==> config.mk <==
export PLATFORM = sky130hd
export DESIGN_NAME = kv_csa_resolve_flat
export DESIGN_NICKNAME = d
export VERILOG_FILES = /design/src/rtl/kv_csa_pkg.sv /design/src/rtl/kv_csa_resolve_if.sv /design/src/rtl/kv_csa_chunk_add.sv /design/src/rtl/kv_csa_resolve.sv /design/src/flat_wrapper.sv
export SDC_FILE = /design/constraint.sdc
export NUM_CORES = 1
export LEC_CHECK = 0
export BUFFER_PORTS_ARGS = -buffer_cell sky130_fd_sc_hd__buf_2
export CORE_AREA = 2 2 152 154
export CTS_BUF_LIST = sky130_fd_sc_hd__clkbuf_4 sky130_fd_sc_hd__clkbuf_8
export CTS_CLUSTER_DIAMETER = 30
export DETAILED_ROUTE_END_ITERATION = 7
export DIE_AREA = 0 0 154 156
export GPL_TIMING_DRIVEN = 0
export MAX_ROUTING_LAYER = met4
export PLACE_DENSITY = 0.5
export SYNTH_ARGS = -nofsm -noshare
export SYNTH_HDL_FRONTEND = slang
export SYNTH_SLANG_ARGS = --single-unit
==> constraint.sdc <==
create_clock -name core_clk -period 2.72 [get_ports core_clk]
set_input_delay 0.272 -clock core_clk [delete_from_list [all_inputs] [get_ports core_clk]]
set_output_delay 0.272 -clock core_clk [all_outputs]
set_load 0.03 [all_outputs]
==> src/rtl/kv_csa_pkg.sv <==
// Shared types and sizing helpers for the carry-save resolver.
// State encodings plus chunk-count and chunk-index width functions.
package kv_csa_pkg;

   localparam logic [1:0] KV_IDLE = 2'd0;
   localparam logic [1:0] KV_ADD  = 2'd1;
   localparam logic [1:0] KV_DONE = 2'd2;

   typedef enum logic [1:0] {
      IDLE = KV_IDLE,
      ADD  = KV_ADD,
      DONE = KV_DONE
   } kv_state_t;

   function automatic int kv_csa_nchunk(int width, int chunk);
      return width / chunk;
   endfunction

   function automatic int kv_csa_kw(int width, int chunk);
      int n;
      n = kv_csa_nchunk(width, chunk);
      return (n > 1) ? $clog2(n) : 1;
   endfunction

endpackage

==> src/rtl/kv_csa_resolve_if.sv <==
// Operand and result handshake bundle for kv_csa_resolve.
// out_zero exists only when KV_CSA_RESOLVE_ZERO_FLAG_EN is defined.
interface kv_csa_resolve_if #(
   parameter int WIDTH = 32
);

   logic             in_valid;
   logic             in_ready;
   logic [WIDTH-1:0] in_sum;
   logic [WIDTH-1:0] in_carry;
   logic             in_cin;
   logic             out_valid;
   logic             out_ready;
   logic [WIDTH-1:0] out_result;
   logic             out_sign;
`ifdef KV_CSA_RESOLVE_ZERO_FLAG_EN
   logic             out_zero;
`endif

   modport master (
`ifdef KV_CSA_RESOLVE_ZERO_FLAG_EN
      input  out_zero,
`endif
      output in_valid, in_sum, in_carry, in_cin, out_ready,
      input  in_ready, out_valid, out_result, out_sign
   );

   modport slave (
`ifdef KV_CSA_RESOLVE_ZERO_FLAG_EN
      output out_zero,
`endif
      input  in_valid, in_sum, in_carry, in_cin, out_ready,
      output in_ready, out_valid, out_result, out_sign
   );

endinterface

==> src/rtl/kv_csa_chunk_add.sv <==
// Combinational CHUNK-bit adder slice used by the resolver.
module kv_csa_chunk_add #(
   parameter int CHUNK = 8
) (
   input  logic [CHUNK-1:0] a,
   input  logic [CHUNK-1:0] b,
   input  logic             ci,
   output logic [CHUNK-1:0] s,
   output logic             co
);

   assign {co, s} = {1'b0, a} + {1'b0, b} + {{CHUNK{1'b0}}, ci};

endmodule

==> src/rtl/kv_csa_resolve.sv <==
// Chunked carry-propagate resolver: {sum, carry} -> binary, CHUNK bits/cycle.
// Optional out_zero flag under KV_CSA_RESOLVE_ZERO_FLAG_EN.
module kv_csa_resolve
   import kv_csa_pkg::*;
#(
   parameter int WIDTH = 32,
   parameter int CHUNK = 8
) (
   input  logic                core_clk,
   input  logic                core_reset_n,
   input  logic                flush,
   kv_csa_resolve_if.slave     bus
);

   localparam int NCHUNK = kv_csa_nchunk(WIDTH, CHUNK);
   localparam int KW     = kv_csa_kw(WIDTH, CHUNK);
   localparam logic [KW-1:0] KLAST = KW'(NCHUNK - 1);

   kv_state_t        state;
   logic [WIDTH-1:0] a_q;
   logic [WIDTH-1:0] b_q;
   logic [WIDTH-1:0] acc_q;
   logic [WIDTH-1:0] res_q;
   logic             c_q;
   logic [KW-1:0]    k_q;
   logic             valid_q;
   logic             sign_q;
   logic [CHUNK-1:0] s;
   logic             co;
   logic [WIDTH-1:0] acc_nx;
`ifdef KV_CSA_RESOLVE_ZERO_FLAG_EN
   logic             zacc_q;
   logic             zero_q;
`endif

   kv_csa_chunk_add #(.CHUNK(CHUNK)) u_add (
      .a  (a_q[CHUNK-1:0]),
      .b  (b_q[CHUNK-1:0]),
      .ci (c_q),
      .s  (s),
      .co (co)
   );

   // new chunk enters at the MSB; after NCHUNK shifts it is fully aligned
   assign acc_nx = (acc_q >> CHUNK) | (WIDTH'(s) << (WIDTH - CHUNK));

   assign bus.in_ready = core_reset_n & ~flush &
                         ((state == IDLE) |
                          ((state == DONE) & bus.out_ready));
   assign bus.out_valid  = valid_q;
   assign bus.out_result = res_q;
   assign bus.out_sign   = sign_q;
`ifdef KV_CSA_RESOLVE_ZERO_FLAG_EN
   assign bus.out_zero   = zero_q;
`endif

   always_ff @(posedge core_clk or negedge core_reset_n) begin
      if (!core_reset_n) begin
         state   <= IDLE;
         a_q     <= '0;
         b_q     <= '0;
         acc_q   <= '0;
         res_q   <= '0;
         c_q     <= 1'b0;
         k_q     <= '0;
         valid_q <= 1'b0;
         sign_q  <= 1'b0;
`ifdef KV_CSA_RESOLVE_ZERO_FLAG_EN
         zacc_q  <= 1'b0;
         zero_q  <= 1'b0;
`endif
      end else if (flush) begin
         state   <= IDLE;
         valid_q <= 1'b0;
      end else begin
         unique case (state)
            IDLE: begin
               if (bus.in_valid) begin
                  a_q   <= bus.in_sum;
                  b_q   <= bus.in_carry << 1;
                  c_q   <= bus.in_cin;
                  k_q   <= '0;
                  state <= ADD;
`ifdef KV_CSA_RESOLVE_ZERO_FLAG_EN
                  zacc_q <= 1'b1;
`endif
               end
            end
            ADD: begin
               a_q   <= a_q >> CHUNK;
               b_q   <= b_q >> CHUNK;
               c_q   <= co;
               acc_q <= acc_nx;
               k_q   <= k_q + KW'(1);
`ifdef KV_CSA_RESOLVE_ZERO_FLAG_EN
               zacc_q <= zacc_q & ~|s;
`endif
               if (k_q == KLAST) begin
                  state   <= DONE;
                  valid_q <= 1'b1;
                  res_q   <= acc_nx;
                  sign_q  <= acc_nx[WIDTH-1];
`ifdef KV_CSA_RESOLVE_ZERO_FLAG_EN
                  zero_q  <= zacc_q & ~|s;
`endif
               end
            end
            DONE: begin
               if (bus.out_ready) begin
                  valid_q <= 1'b0;
                  if (bus.in_valid) begin
                     a_q   <= bus.in_sum;
                     b_q   <= bus.in_carry << 1;
                     c_q   <= bus.in_cin;
                     k_q   <= '0;
                     state <= ADD;
`ifdef KV_CSA_RESOLVE_ZERO_FLAG_EN
                     zacc_q <= 1'b1;
`endif
                  end else begin
                     state <= IDLE;
                  end
               end
            end
            default: state <= IDLE;
         endcase
      end
   end

endmodule
==> src/flat_wrapper.sv <==
// flat-port wrapper written by rule: the top's interface ports become plain ports
module kv_csa_resolve_flat import kv_csa_pkg::*;
#(
   parameter int WIDTH = 32,
   parameter int CHUNK = 8
)
  (core_clk, core_reset_n, flush, bus_in_valid, bus_in_sum, bus_in_carry, bus_in_cin, bus_out_ready, bus_in_ready, bus_out_valid, bus_out_result, bus_out_sign);
  kv_csa_resolve_if #(.WIDTH(WIDTH)) bus_i ();
  input  logic core_clk;
  input  logic core_reset_n;
  input  logic flush;
  input wire logic [$bits(bus_i.in_valid)-1:0] bus_in_valid;
  input wire logic [$bits(bus_i.in_sum)-1:0] bus_in_sum;
  input wire logic [$bits(bus_i.in_carry)-1:0] bus_in_carry;
  input wire logic [$bits(bus_i.in_cin)-1:0] bus_in_cin;
  input wire logic [$bits(bus_i.out_ready)-1:0] bus_out_ready;
  output wire logic [$bits(bus_i.in_ready)-1:0] bus_in_ready;
  output wire logic [$bits(bus_i.out_valid)-1:0] bus_out_valid;
  output wire logic [$bits(bus_i.out_result)-1:0] bus_out_result;
  output wire logic [$bits(bus_i.out_sign)-1:0] bus_out_sign;
  assign bus_i.in_valid = bus_in_valid;
  assign bus_i.in_sum = bus_in_sum;
  assign bus_i.in_carry = bus_in_carry;
  assign bus_i.in_cin = bus_in_cin;
  assign bus_i.out_ready = bus_out_ready;
  assign bus_in_ready = bus_i.in_ready;
  assign bus_out_valid = bus_i.out_valid;
  assign bus_out_result = bus_i.out_result;
  assign bus_out_sign = bus_i.out_sign;
  kv_csa_resolve #(.WIDTH(WIDTH), .CHUNK(CHUNK)) u_core (.core_clk(core_clk), .core_reset_n(core_reset_n), .flush(flush), .bus(bus_i));
endmodule
==> impl_metrics.env <==
export IMPL_post_cts_resized_instances=0
export IMPL_clk_transition_reported_paths_ns=0.08
export IMPL_final_instance_count_excl_fill=1007
export IMPL_clk_latency_ns=0.43
export IMPL_syn_instance_count=580
export IMPL_area_growth_pct=26.0
export IMPL_timing_critical_path_fanout_max=63
export IMPL_cpLargestDelayFamily="buffers and inverters"
export IMPL_finalWeightedCongestion=0.811
export IMPL_comb_power_share_pct=29.5
export IMPL_boundary_pins=105
export IMPL_route_final_wire_length_mm=13.8
export IMPL_grt_first_pass_wirelength_mm=22.7
export IMPL_max_vdd_ir_drop_v=0.000305
export IMPL_hold_path_cell_count=3
export IMPL_antenna_found_initial=6
export IMPL_routedWlPerCell_um=13.7
export IMPL_fp_coreArea_sq_mm=0.0224
export IMPL_die_w_um=154
export IMPL_sequentialPowerShare_pct=41.5
export IMPL_detailroute_via_count=4267
export IMPL_dpl_wire_length_mm=10.4
export IMPL_finalHoldViolations=0
export IMPL_synth_async_sr_flop_share_pct=100
export IMPL_timing_critical_path_cells="dlygate4sd3_1 > buf_6 > buf_16 > nor4b_1 > buf_2"
export IMPL_synth_edff_count=0
export IMPL_power_switching_uw=2400
export IMPL_drc=0
export IMPL_synth_net_count=660
export IMPL_clk_root_buffer_cell="sky130_fd_sc_hd__clkbuf_8"
export IMPL_io_buffer_count=102
export IMPL_finalWorstPathRequiredPeriod_ns=2.25
export IMPL_dieArea_sq_mm=0.0240
export IMPL_worstSetupStartpointType="primary input"
export IMPL_drtAntennaViolNets=0
export IMPL_worstPathBufferInverterCount=4
export IMPL_arrival_ns=1.98
export IMPL_fp_row_count=55
export IMPL_layout_nets=784
export IMPL_grt_usage_pct=12.6
export IMPL_maxCapViolations=0
export IMPL_slew_headroom_pct=64.1
export IMPL_layout_cells_most_common="sky130_fd_sc_hd__nand2_1"
export IMPL_cell_count_of_the_worst_reg_to_reg_path=8
export IMPL_placedCellCount=968
export IMPL_syn_area_sq_mm=0.00553
export IMPL_final_min_period_over_clock_period_pct=82.7
export IMPL_p_per_area_mw_per_mm2=981
export IMPL_fin_total_pwr_uw=6830
export IMPL_cts_inserted_buffers=17
export IMPL_clock_sinks=126
export IMPL_cp_required_ns=2.45
export IMPL_setup_viol_count_final=0
export IMPL_critical_path_slowest_cell="sky130_fd_sc_hd__dlygate4sd3_1"
export IMPL_drt_iter0_drc=193
export IMPL_clock_fmax_ghz=0.445
export IMPL_synth_top_area_share_pct=57.1
export IMPL_timing_hold_worst_class="in -> reg"
export IMPL_seq_area_frac_synth_pct=57.1
export IMPL_crit_path_max_incr_delay_ns=0.54
export IMPL_tritoncts_clock_tree="done"
export IMPL_drive_gt1_share_pct=26.3
export IMPL_cts_max_path_buffers=2
export IMPL_power_report_internal_total_uw=4440
export IMPL_whs_ns=0.0540
export IMPL_yosys_register_bits=126
export IMPL_worst_setup_path_end_kind="output port"
export IMPL_synth_distinct_cells=36
export IMPL_synth_area_leader_cell="sky130_fd_sc_hd__dfrtp_1"
export IMPL_outcome="complete, no violations"
export IMPL_synth_top_cells_by_area="sky130_fd_sc_hd__dfrtp_1, sky130_fd_sc_hd__nand2_1, sky130_fd_sc_hd__a31oi_1, sky130_fd_sc_hd__mux2_2, sky130_fd_sc_hd__nor2_1"
export IMPL_drt_pre_antenna_iters=5
export IMPL_largest_net_degree_at_the_start_of_global_routing=65
export IMPL_die_height_um=156
export IMPL_worst_slew_pin_slew_ns=0.538
export IMPL_cts_hold_buffers_added=2
export IMPL_clock_power_share_pct=29.0
export IMPL_path_class="in -> out"
export IMPL_total_leakage_power_uw=0.00344
export IMPL_rsz0062_at_grt="no"
export IMPL_synth_avg_cell_area_sq_um=9.53
export IMPL_dominantRegCellSynth="sky130_fd_sc_hd__dfrtp_1"
export IMPL_via_count_of_the_first_global_routing_pass=4172
export IMPL_most_frequent_cells_in_the_layout="sky130_fd_sc_hd__nand2_1, sky130_fd_sc_hd__dfrtp_1, sky130_fd_sc_hd__buf_2"
export IMPL_cts_htree_levels=4
export IMPL_grt_remaining_overflow=0
export IMPL_postCtsSetupBuffers=0
export IMPL_yosys_warning_total=0
export IMPL_drv_slew=0
export IMPL_floorplan_initialDensity_pct=24.7
export IMPL_skew_ns=0.0121
export IMPL_switching_share_pct=35.1
export IMPL_via_per_inst=4.24
export IMPL_cp_num_cells=5
-- tightest hold or removal path: cells and delay by family --
| family | cells | cell delay [ns] |
|---|---|---|
| AND/OR/NAND/NOR | 2 | 0.11 |
| buffers and inverters | 1 | 0.08 |
-- registers in the layout, summed over array words and instances (netlist names) --
| name | count |
|---|---|
| u_core.a_q | 32 |
| u_core.acc_q | 24 |
| u_core.b_q | 32 |
| u_core.bus.out_result | 31 |
| u_core.bus.out_sign | 1 |
| u_core.bus.out_valid | 1 |
| u_core.c_q | 1 |
| u_core.k_q | 2 |
| u_core.state | 2 |
-- final cells by class --
| cell class | count | area [sq um] |
|---|---|---|
| Antenna cell | 6 | 15.0 |
| Buffer | 38 | 211 |
| Clock buffer | 18 | 248 |
| Clock inverter | 13 | 236 |
| Fill cell | 2385 | 15400 |
| Inverter | 4 | 15.0 |
| Multi-Input combinational cell | 412 | 2150 |
| Sequential cell | 126 | 3150 |
| Tap cell | 285 | 357 |
| Timing Repair Buffer | 105 | 582 |
-- cell families (layout without fill, tap and decap cells) --
group	Yosys count	count (layout)	synth area share, %
AO/OA/AOI/OAI	85	85	9.71
XOR/XNOR	4	4	0.634
adder cells (fa/ha/maj)	10	10	2.54
buffers and inverters	42	178	4.10
flip-flops	126	126	57.1
multiplexers	26	26	5.30
other	0	6	0
AND/OR/NAND/NOR	287	287	20.7
-- per-stage QoR --
step	setup slack, ns	instance area [sq um]	TNS (ns)	utilization (%)
2_1_floorplan	0.660	5530	0	-
3_3_place_gp	-0.909	6390	-57.50	28.6
3_5_place_dp	0.500	6430	0	28.7
4_1_cts	0.416	6950	0	31.1
5_1_grt	0.355	6960	0	31.1
6_report	0.470	6960	0	31.1
-- cells in the mapped netlist (3+ instances only) --
master                     instances
sky130_fd_sc_hd__inv_1             4
sky130_fd_sc_hd__o21ai_0          13
sky130_fd_sc_hd__xor2_1            4
sky130_fd_sc_hd__nand3_1          18
sky130_fd_sc_hd__a31oi_1          48
sky130_fd_sc_hd__buf_4             6
sky130_fd_sc_hd__nor2b_1           4
sky130_fd_sc_hd__clkbuf_1         13
sky130_fd_sc_hd__nor2_1           58
sky130_fd_sc_hd__buf_2            13
sky130_fd_sc_hd__nand2_1         198
sky130_fd_sc_hd__mux2_2           26
sky130_fd_sc_hd__o21a_1            3
sky130_fd_sc_hd__buf_6             4
sky130_fd_sc_hd__a21oi_1          10
sky130_fd_sc_hd__ha_1              8
sky130_fd_sc_hd__dfrtp_1         126
-- per-layer routing --
metal	wire (um)	global-route usage [%]	vias to the layer above
met5	0	-	-
met4	89	3.20	0
met3	777	4.06	8
met2	6100	18.7	100
met1	6830	16.6	1951
li1	-	-	2208
-- power by group through the flow --
stage | clock network [uW] | logic [uW] | registers (uW)
after floorplan | 0 | 1080 | 3150
after global placement | 0 | 2010 | 2870
after detailed placement | 0 | 2040 | 2880
after CTS | 2030 | 2050 | 2840
after global routing | 2120 | 2280 | 2920
final | 1980 | 2010 | 2830
-- path summary, 6_finish.rpt --
kind                                               from                           end  slack, ns
setup reg to reg                 u_core.c_q$_DFFE_PN0P_  u_core.acc_q[30]$_DFFE_PN0P_       0.50
max in group asynchronous                  core_reset_n    u_core.a_q[14]$_DFFE_PN0P_       2.02
min in group asynchronous                  core_reset_n   u_core.acc_q[8]$_DFFE_PN0P_       0.39
hold / removal                         bus_in_carry[26]    u_core.b_q[27]$_DFFE_PN0P_       0.05
setup / recovery                           core_reset_n                  bus_in_ready       0.47
hold reg to reg            u_core.acc_q[12]$_DFFE_PN0P_  u_core.acc_q[12]$_DFFE_PN0P_       0.47
No activity file was read; power rests on OpenSTA's default activity.
